<file path="src/rtl/debug_command_unit.sv">
// Command-driven debug controller for NUM_HARTS cores: halt/resume/reset/step,
// register access through a request/ack port, and PC breakpoints that auto-halt a hart.
module debug_command_unit #(
    parameter int NUM_HARTS    = 2,
    parameter int XLEN         = 32,
    parameter int NUM_BP       = 4,
    parameter int RESET_CYCLES = 4,
    parameter int HALT_TIMEOUT = 64
) (
    input  logic                      clk,
    input  logic                      rst,
    input  logic                      cmd_valid,
    input  logic [31:0]               cmd_word,
    input  logic [XLEN-1:0]           cmd_wdata,
    output logic                      debugger_busy,
    output logic                      result_valid,
    output logic [XLEN-1:0]           debugger_result,
    output logic                      cmd_error,
    output logic [NUM_HARTS-1:0]      core_halt,
    output logic [NUM_HARTS-1:0]      core_reset,
    input  logic [NUM_HARTS-1:0]      core_busy,
    input  logic [NUM_HARTS-1:0]      core_retire,
    input  logic [NUM_HARTS*XLEN-1:0] core_pc,
    output logic                      port_req,
    output logic                      port_we,
    output logic [3:0]                port_hart,
    output logic [4:0]                port_addr,
    output logic [XLEN-1:0]           port_wdata,
    input  logic [XLEN-1:0]           port_rdata,
    input  logic                      port_ack,
    output logic [NUM_HARTS-1:0]      bp_hit
);
    typedef enum logic [2:0] {
        S_IDLE, S_EXEC, S_WAIT_HALT, S_RESET_PULSE, S_PORT, S_STEP_RUN, S_DONE
    } state_t;

    localparam logic [3:0] OP_NOP    = 4'd0;
    localparam logic [3:0] OP_HALT   = 4'd1;
    localparam logic [3:0] OP_RESUME = 4'd2;
    localparam logic [3:0] OP_RESET  = 4'd3;
    localparam logic [3:0] OP_READ   = 4'd4;
    localparam logic [3:0] OP_WRITE  = 4'd5;
    localparam logic [3:0] OP_SET_BP = 4'd6;
    localparam logic [3:0] OP_CLR_BP = 4'd7;
    localparam logic [3:0] OP_STEP   = 4'd8;

    state_t                state_q, state_d;
    logic [15:0]           cmd_q, cmd_d;
    logic [XLEN-1:0]       wdata_q, wdata_d, result_q, result_d;
    logic [15:0]           timer_q, timer_d;
    logic                  err_q, err_d;
    logic                  result_valid_q, result_valid_d;
    logic                  cmd_error_q, cmd_error_d;
    logic [NUM_HARTS-1:0]  core_halt_q, core_halt_d;
    logic [NUM_HARTS-1:0]  core_reset_q, core_reset_d;
    logic [NUM_HARTS-1:0]  bp_hit_q, bp_hit_d;
    logic [NUM_BP-1:0]     bp_en_q, bp_en_d;
    logic [3:0]            bp_hart_q [NUM_BP];
    logic [3:0]            bp_hart_d [NUM_BP];
    logic [XLEN-1:0]       bp_pc_q [NUM_BP];
    logic [XLEN-1:0]       bp_pc_d [NUM_BP];

    logic [3:0]            opcode, hart;
    logic [7:0]            idx;
    logic [NUM_HARTS-1:0]  hart_oh, bp_match, step_mask, fire;
    logic [NUM_BP-1:0]     bp_oh;
    logic                  hart_ok, bp_ok, sel_halted, sel_busy, sel_retire, needs_hart;
    logic                  unused_cmd_hi;

    assign unused_cmd_hi = ^cmd_word[31:16];
    assign opcode = cmd_q[3:0];
    assign hart   = cmd_q[7:4];
    assign idx    = cmd_q[15:8];

    // One-hot selects avoid indexing narrow vectors with the 4/8-bit command fields.
    always_comb begin
        hart_oh  = '0;
        bp_oh    = '0;
        bp_match = '0;
        for (int h = 0; h < NUM_HARTS; h++) begin
            if (hart == 4'(h)) hart_oh[h] = 1'b1;
        end
        for (int b = 0; b < NUM_BP; b++) begin
            if (idx == 8'(b)) bp_oh[b] = 1'b1;
        end
        for (int h = 0; h < NUM_HARTS; h++) begin
            for (int b = 0; b < NUM_BP; b++) begin
                if (bp_en_q[b] && bp_hart_q[b] == 4'(h) &&
                    bp_pc_q[b] == core_pc[h*XLEN +: XLEN]) bp_match[h] = 1'b1;
            end
        end
    end

    assign hart_ok    = |hart_oh;
    assign bp_ok      = |bp_oh;
    assign sel_halted = |(core_halt_q & hart_oh);
    assign sel_busy   = |(core_busy & hart_oh);
    assign sel_retire = |(core_retire & hart_oh);
    assign needs_hart = (opcode != OP_NOP) && (opcode != OP_CLR_BP);
    // A stepping hart runs past its breakpoints; halted harts cannot re-trigger.
    assign step_mask  = (state_q == S_STEP_RUN) ? hart_oh : '0;
    assign fire       = bp_match & ~core_halt_q & ~step_mask;

    always_comb begin
        state_d        = state_q;
        cmd_d          = cmd_q;
        wdata_d        = wdata_q;
        result_d       = result_q;
        timer_d        = timer_q;
        err_d          = err_q;
        result_valid_d = 1'b0;
        cmd_error_d    = 1'b0;
        core_halt_d    = core_halt_q | fire;
        core_reset_d   = core_reset_q;
        bp_hit_d       = bp_hit_q | fire;
        bp_en_d        = bp_en_q;
        bp_hart_d      = bp_hart_q;
        bp_pc_d        = bp_pc_q;
        case (state_q)
            S_IDLE: begin
                if (cmd_valid) begin
                    cmd_d   = cmd_word[15:0];
                    wdata_d = cmd_wdata;
                    err_d   = 1'b0;
                    timer_d = '0;
                    state_d = S_EXEC;
                end
            end
            S_EXEC: begin
                state_d = S_DONE;
                timer_d = '0;
                if (opcode > OP_STEP) begin
                    err_d = 1'b1;
                end else if (needs_hart && !hart_ok) begin
                    err_d = 1'b1;
                end else if ((opcode == OP_SET_BP || opcode == OP_CLR_BP) && !bp_ok) begin
                    err_d = 1'b1;
                end else if ((opcode == OP_READ || opcode == OP_WRITE || opcode == OP_STEP)
                             && !sel_halted) begin
                    err_d = 1'b1;
                end else begin
                    case (opcode)
                        OP_HALT: begin
                            core_halt_d = core_halt_d | hart_oh;
                            if (!sel_halted) state_d = S_WAIT_HALT;
                        end
                        OP_RESUME: begin
                            core_halt_d = core_halt_d & ~hart_oh;
                            bp_hit_d    = bp_hit_d & ~hart_oh;
                        end
                        OP_RESET: begin
                            core_reset_d = hart_oh;
                            bp_hit_d     = bp_hit_d & ~hart_oh;
                            state_d      = S_RESET_PULSE;
                        end
                        OP_READ, OP_WRITE: state_d = S_PORT;
                        OP_SET_BP: begin
                            for (int b = 0; b < NUM_BP; b++) begin
                                if (bp_oh[b]) begin
                                    bp_en_d[b]   = 1'b1;
                                    bp_hart_d[b] = hart;
                                    bp_pc_d[b]   = wdata_q;
                                end
                            end
                        end
                        OP_CLR_BP: bp_en_d = bp_en_q & ~bp_oh;
                        OP_STEP: begin
                            core_halt_d = core_halt_d & ~hart_oh;
                            bp_hit_d    = bp_hit_d & ~hart_oh;
                            state_d     = S_STEP_RUN;
                        end
                        default: ;
                    endcase
                end
            end
            S_WAIT_HALT: begin
                if (!sel_busy) begin
                    state_d = S_DONE;
                end else if (timer_q == 16'(HALT_TIMEOUT - 1)) begin
                    err_d   = 1'b1;
                    state_d = S_DONE;
                end else begin
                    timer_d = timer_q + 16'd1;
                end
            end
            S_RESET_PULSE: begin
                if (timer_q == 16'(RESET_CYCLES - 1)) begin
                    core_reset_d = '0;
                    state_d      = S_DONE;
                end else begin
                    timer_d = timer_q + 16'd1;
                end
            end
            S_PORT: begin
                if (port_ack) begin
                    if (opcode == OP_READ) result_d = port_rdata;
                    state_d = S_DONE;
                end
            end
            S_STEP_RUN: begin
                if (sel_retire) begin
                    core_halt_d = core_halt_d | hart_oh;
                    timer_d     = '0;
                    state_d     = S_WAIT_HALT;
                end
            end
            S_DONE: begin
                result_valid_d = 1'b1;
                cmd_error_d    = err_q;
                state_d        = S_IDLE;
            end
            default: state_d = S_IDLE;
        endcase
    end

    always_ff @(posedge clk or posedge rst) begin
        if (rst) begin
            state_q        <= S_IDLE;
            cmd_q          <= '0;
            wdata_q        <= '0;
            result_q       <= '0;
            timer_q        <= '0;
            err_q          <= 1'b0;
            result_valid_q <= 1'b0;
            cmd_error_q    <= 1'b0;
            core_halt_q    <= '0;
            core_reset_q   <= '0;
            bp_hit_q       <= '0;
            bp_en_q        <= '0;
            for (int b = 0; b < NUM_BP; b++) begin
                bp_hart_q[b] <= '0;
                bp_pc_q[b]   <= '0;
            end
        end else begin
            state_q        <= state_d;
            cmd_q          <= cmd_d;
            wdata_q        <= wdata_d;
            result_q       <= result_d;
            timer_q        <= timer_d;
            err_q          <= err_d;
            result_valid_q <= result_valid_d;
            cmd_error_q    <= cmd_error_d;
            core_halt_q    <= core_halt_d;
            core_reset_q   <= core_reset_d;
            bp_hit_q       <= bp_hit_d;
            bp_en_q        <= bp_en_d;
            bp_hart_q      <= bp_hart_d;
            bp_pc_q        <= bp_pc_d;
        end
    end

    assign debugger_busy   = (state_q != S_IDLE);
    assign result_valid    = result_valid_q;
    assign debugger_result = result_q;
    assign cmd_error       = cmd_error_q;
    assign core_halt       = core_halt_q;
    assign core_reset      = core_reset_q;
    assign bp_hit          = bp_hit_q;
    assign port_req        = (state_q == S_PORT);
    assign port_we         = port_req && (opcode == OP_WRITE);
    assign port_hart       = hart;
    assign port_addr       = cmd_q[12:8];
    assign port_wdata      = wdata_q;
endmodule

</file>
<file path="config.mk">
export PLATFORM = sky130hd
export DESIGN_NAME = debug_command_unit
export DESIGN_NICKNAME = d
export VERILOG_FILES = /design/src/rtl/debug_command_unit.sv
export SDC_FILE = /design/constraint.sdc
export NUM_CORES = 1
export LEC_CHECK = 0
export CAP_MARGIN = 20
export CORE_UTILIZATION = 55
export DETAILED_ROUTE_END_ITERATION = 10
export PLACE_DENSITY = 0.92
export SETUP_SLACK_MARGIN = 0.05
export SYNTH_ARGS = -nofsm -noshare
export SYNTH_HDL_FRONTEND = slang
export SYNTH_SLANG_ARGS = --single-unit
</file>
<file path="constraint.sdc">
create_clock -name clk -period 17.1 [get_ports clk]
set_input_delay 3.42 -clock clk [delete_from_list [all_inputs] [get_ports clk]]
set_output_delay 3.42 -clock clk [all_outputs]
set_load 0.05 [all_outputs]
</file>
## Word level (Yosys, flattened, before mapping)

Index checks and enable logic that the tools add are counted.

| word-level totals | value |
|---|---|
| flip-flop bits (word level) | 256 |
| output and inout port bits | 84 |
| word-level logic and storage cells | 227 |

| cells by class | value |
|---|---|
| add/sub/neg operators | 1 |
| $lt $le $gt $ge | 1 |
| equal/unequal tests | 52 |
| mux-type cells | 69 |
| bitwise gates (word level) | 19 |
| reduce and logical (&&, ||, !) cells | 62 |

Operator list:

| operator | count |
|---|---|
| 32-bit == test | 8 |
| 16-bit 2-to-1 mux | 5 |
| 16-bit one-hot mux with 5 select lines | 1 |
| 7-bit AND reduction | 9 |
| 2-bit 2-to-1 mux | 18 |
| 3-bit 2-to-1 mux | 11 |
| 2-bit inequality test, second input constant | 15 |
| 1-bit 2-to-1 mux | 27 |
| 4-bit by 1-bit == test with 1-bit output, second input constant | 6 |
| 1-bit logical AND | 21 |
| 4-bit zero test | 5 |
| 3-bit one-hot mux with 6 select lines | 1 |
| 16-bit by 1-bit adder with 16-bit output, second input constant | 1 |
| 16-bit by 2-bit == test with 1-bit output, second input constant | 1 |
| 16-bit by 6-bit == test with 1-bit output, second input constant | 1 |
| 4-bit by 3-bit == test with 1-bit output, second input constant | 4 |
| 8-bit by 2-bit == test with 1-bit output, second input constant | 2 |
| 2-bit bitwise AND | 7 |
| 2-bit one-hot mux with 2 select lines | 3 |
| 3-bit one-hot mux with 4 select lines | 1 |
| 2-bit OR reduction | 6 |
| 5-bit AND reduction | 2 |
| 3-bit == test, second input constant | 3 |
| 4-bit by 2-bit == test with 1-bit output, second input constant | 2 |
| other kinds (29) | 44 |

## Logic depth before layout (Yosys ltp)

| depth | value |
|---|---|
| word-level depth | 17 |
| depth in mapped cells | 10 |

## Least setup slack after synthesis

Ideal clock, no wire load.

| timing | value |
|---|---|
| path type | register to output |
| start point | reg state_q[0] |
| end point | out port_we |
| arrival | 1,937 ps |
| required time | 13,680 ps |
| setup slack | 11,743 ps |
| cell stages (with the launch flop) | 7 |
| buffers on the path | 1 |
| cells stage by stage | dfrtp_1 clkbuf_1 nor2_1 nand2_1 inv_1 nand2_1 nor2_1 |

| between the ends | value |
|---|---|
| cells in the longest elaborated chain, start to end | 2 |

Ends and longest elaborated chain:

| element | line | text |
|---|---|---|
| from (decl) | 47 | `state_t state_q, state_d;` |
| from (signal assigned) | 235 | `state_q <= state_d;` |
| 3-bit == test | 259 | `assign port_req = (state_q == S_PORT);` |
| named net port_req | 24 | `output logic port_req,` |
| 1-bit logical AND | 260 | `assign port_we = port_req && (opcode == OP_WRITE);` |
| to (decl) | 25 | `output logic port_we,` |

The timed path passes the listed nets, and every way through them passes these cells.

## Final worst setup path

| timing | value |
|---|---|
| start point | reg state_q[1] |
| end point | out port_we |

| between the ends | value |
|---|---|
| cells in the longest elaborated chain, start to end | 2 |

Ends and longest elaborated chain:

| element | line |
|---|---|
| 3-bit == test | 259 |
| 1-bit logical AND | 260 |

Every way passes these cells.

==> results.cfg <==
[setup_path]
worstPathArrival_ns = 2.56
crit_slowest_cell = clkdlybuf4s50_1
r2r_start = timer_q[11]$_DFFE_PP0P_
startpoint_type = flip-flop
crit_family = buffers and inverters
r2r-end = port_wdata[8]$_DFFE_PP0P_
worstPathRequired_ns = 13.68
crit_path_max_fanout = 15
critPathCaptureType = primary output
cpPeakStageDelay_ns = 0.82
worstSetupPathType = reg2out
reg2reg_slack_ns = 13.59
crit_buf_inv = 2
cp_cell_sequence = nor2_1 -> nand2_1 -> inv_1 -> nand2_1 -> nor2_1 -> clkdlybuf4s50_1
r2r_cells = 7

[synthesis]
ys_ff_latch = 256
synth-edff-count = 0
ys_dominant_reg_cell = dfrtp_1
synthXorXnorAreaFrac_pct = 16.5
syn-cell-area_sq_um = 13300
yosys.area_share.adder_pct = 0.0942
yosysSeqAreaShare_pct = 48.2
yosys-mux-area-fraction_pct = 18.1
synth-simple-area-share_pct = 9.90
avgSynthCellArea_sq_um = 12.0
synth_compound_area_share_pct = 4.44
synth_top_family_by_area = multiplexers
ys_types = 58
ys_async_sr_fraction_pct = 100
syn_nets = 1274
ys_warn_count = 0
synthCells = 1105

[status]
status = complete, no violations

[cells_and_area]
diodes = 0
nFillCells = 1675
final_core_util_pct = 70.9
area_delta_synth_final_pct = 26.1
final_nets = 1499
drive_gt1_share_pct = 19.9

[clocking]
h-tree-depth = 1
cts_inserted_buffers = 27
cts_resized = 0
cts-root-buf = clkbuf_16
clock_sinks = 256
cts_tree = done
clkTransAtPathRegs_ns = 0.06
cts_hold_buf = 0
worstSkewPairLatency_ns = 0.56
clockBufferDepth = 3
post_cts_buffers = 0

[sta]
setup_tns_ns = 0
hold_viol = 0
slew_headroom_pct = 28.2
final.min_clock_period_ns = 5.98
setup_viol = 0
drv_slew = 0
clock_skew_ns = 0.0125
fin_crit_sh_pct = 35.0
tightest_slew_ns = 1.07
max_freq_ghz = 0.167
grt_setup_unrepaired = false

[hold_path]
hold_end = bp_en_q[0]$_DFFE_PP0P_
hold_path_class = reg2reg
hold_path.startpoint = bp_en_q[0]$_DFFE_PP0P_
min_path_cells = 1

[route]
vias_per_cell = 5.91
wl_per_cell_um = 23.9
first_iter_violations = 670
vias = 9857
dr.pass1.iters = 5
ant_nets = 0
drc = 0
routed_wl_mm = 39.9

[power]
peakVddDrop_mv = 0.144
power.total_mw = 2.20
leakagePower_nw = 7.81
powerDensity_nw_per_um2 = 131

[global_routing]
grt_max_degree = 112
grt_pass1_wl_mm = 60.1
grt-ovfl-total = 0
first_global_vias = 10323
grt_usage_pct = 32.9
antenna_found_initial = 0

[placement]
io_buffers = 235
gp_congestion = 1.03
hpwl_mm = 29.7

[flow_run]
maxCapViolCount = 0

[floorplan]
core_sq_um = 23600
die_h_um = 157
die_area_sq_um = 24800
io_pins = 252
initial_core_util_pct = 56.3
rows = 56
die_w_um = 157
## registers in the layout, summed over array words and instances (netlist names), 2 cells and up
signal / flops
core_reset: 2
port_wdata: 32
bp_hit: 2
bp_pc_q: 128
core_halt: 2
bp_en_q: 4
bp_hart_q: 16
debugger_result: 32
cmd_q: 16
state_q: 3
timer_q: 16
## metal layers
metal | vias to the layer above | global-route usage (%) | wire (um) | share of wire (%)
li1 | 4362 | - | - | -
met1 | 4955 | 39.9 | 15600 | 39
met2 | 444 | 55.8 | 19300 | 48
met3 | 96 | 7.54 | 3040 | 7.6
met4 | 0 | 14.8 | 1870 | 4.7
met5 | - | 0 | 0 | 0
## cell usage after synthesis, types with 7 or more instances
cell type	number	area, sq um
nor3_1	13	65.1
nor4_1	57	357
nor2b_1	14	87.6
dfrtp_1	256	6410
nand2b_1	10	62.6
nand2_1	27	101
nor2_1	26	97.6
o31ai_1	12	90.1
or4_1	7	52.6
xor2_1	204	1790
mux2_2	204	2300
a31oi_1	7	43.8
nand4_1	21	131
a21oi_1	11	55.1
o21ai_0	24	120
xnor2_1	47	412
clkbuf_1	16	60.1
buf_4	16	120
inv_1	21	78.8
buf_2	14	70.1
nand3_1	17	85.1
or3_1	8	50.1
## cell families after synthesis
family / Yosys count
compound gates: 89
fa+ha+maj: 1
mux: 214
simple gates: 224
xor+xnor: 251
buf+inv: 70
flops: 256
## worst register-to-register path, cell delays in order, from the launching register on
cell and delay (ns):
dfrtp_1 0.46, or4_1 0.56, nor4_2 0.43, and2_1 0.24, o31ai_1 0.14, nor2_4 0.65, buf_4 0.50, mux2_2 0.40
## power breakdown
group	internal [mW]	switching, mW
Combinational	0.296	0.483
Sequential	0.693	0.136
Clock	0.346	0.242
Total	1.33	0.861
## worst max-delay path by stage
stage,startpoint,end,slack [ns],cells past startpoint
after floorplan,rst,bp_en_q[0]$_DFFE_PP0P_,6.64,1
after global routing,rst,bp_pc_q[37]$_DFFE_PP0P_,10.92,4
after global placement,rst,port_wdata[6]$_DFFE_PP0P_,10.74,4
after CTS,state_q[1]$_DFFE_PP0P_,port_we,11.11,6
final,state_q[1]$_DFFE_PP0P_,port_we,11.12,6
after detailed placement,rst,bp_pc_q[70]$_DFFE_PP0P_,10.66,4
## metrics by stage
| step | hold WS (ns) | cell area, sq um | std cells | setup WS [ns] |
|---|---|---|---|---|
| CTS | 0.477 | 16700 | 1668 | 11.11 |
| detailed placement | 0.468 | 15800 | 1619 | 10.66 |
| global route | 0.481 | 16800 | 1669 | 10.92 |
| global placement | 0.464 | 15800 | 1619 | 10.74 |
| finish | 0.476 | 16800 | 1669 | 11.12 |
| floorplan | 0.440 | 13300 | 1105 | 6.64 |
## area by class of cell
cell class | count | area, sq um | share of cell area, %
Clock buffer | 42 | 822 | 4.91
Clock inverter | 7 | 78.8 | 0.471
Inverter | 21 | 86.3 | 0.515
Multi-Input combinational cell | 779 | 6540 | 39.0
Sequential cell | 256 | 6410 | 38.2
Tap cell | 319 | 399 | 2.38
Timing Repair Buffer | 245 | 2420 | 14.5
## cell usage in the layout, fill, tap and decap left out, types with 3 or more instances in the layout
| cell type | count |
|---|---|
| a31oi_1 | 7 |
| a21oi_1 | 11 |
| nand2b_1 | 10 |
| nand3_1 | 17 |
| clkbuf_16 | 27 |
| a22o_1 | 3 |
| mux2_2 | 204 |
| o21a_1 | 4 |
| o31ai_1 | 12 |
| o21ai_0 | 24 |
| clkbuf_8 | 9 |
| mux2_1 | 4 |
| nor2b_1 | 14 |
| inv_1 | 20 |
| or4b_2 | 4 |
| dfrtp_1 | 256 |
| nand2_1 | 27 |
| clkbuf_1 | 6 |
| mux2i_1 | 6 |
| and2_1 | 4 |
| clkdlybuf4s50_1 | 235 |
| and3_1 | 6 |
| clkinv_2 | 4 |
| xor2_1 | 204 |
| nor2_1 | 25 |
| nand4_1 | 21 |
| buf_4 | 9 |
| nor3_1 | 13 |
| or4_1 | 7 |
| xnor2_1 | 47 |
| or3_1 | 8 |
| o22ai_1 | 4 |
| nor4_1 | 57 |
Note: power is estimated with default switching activity, not from simulation.
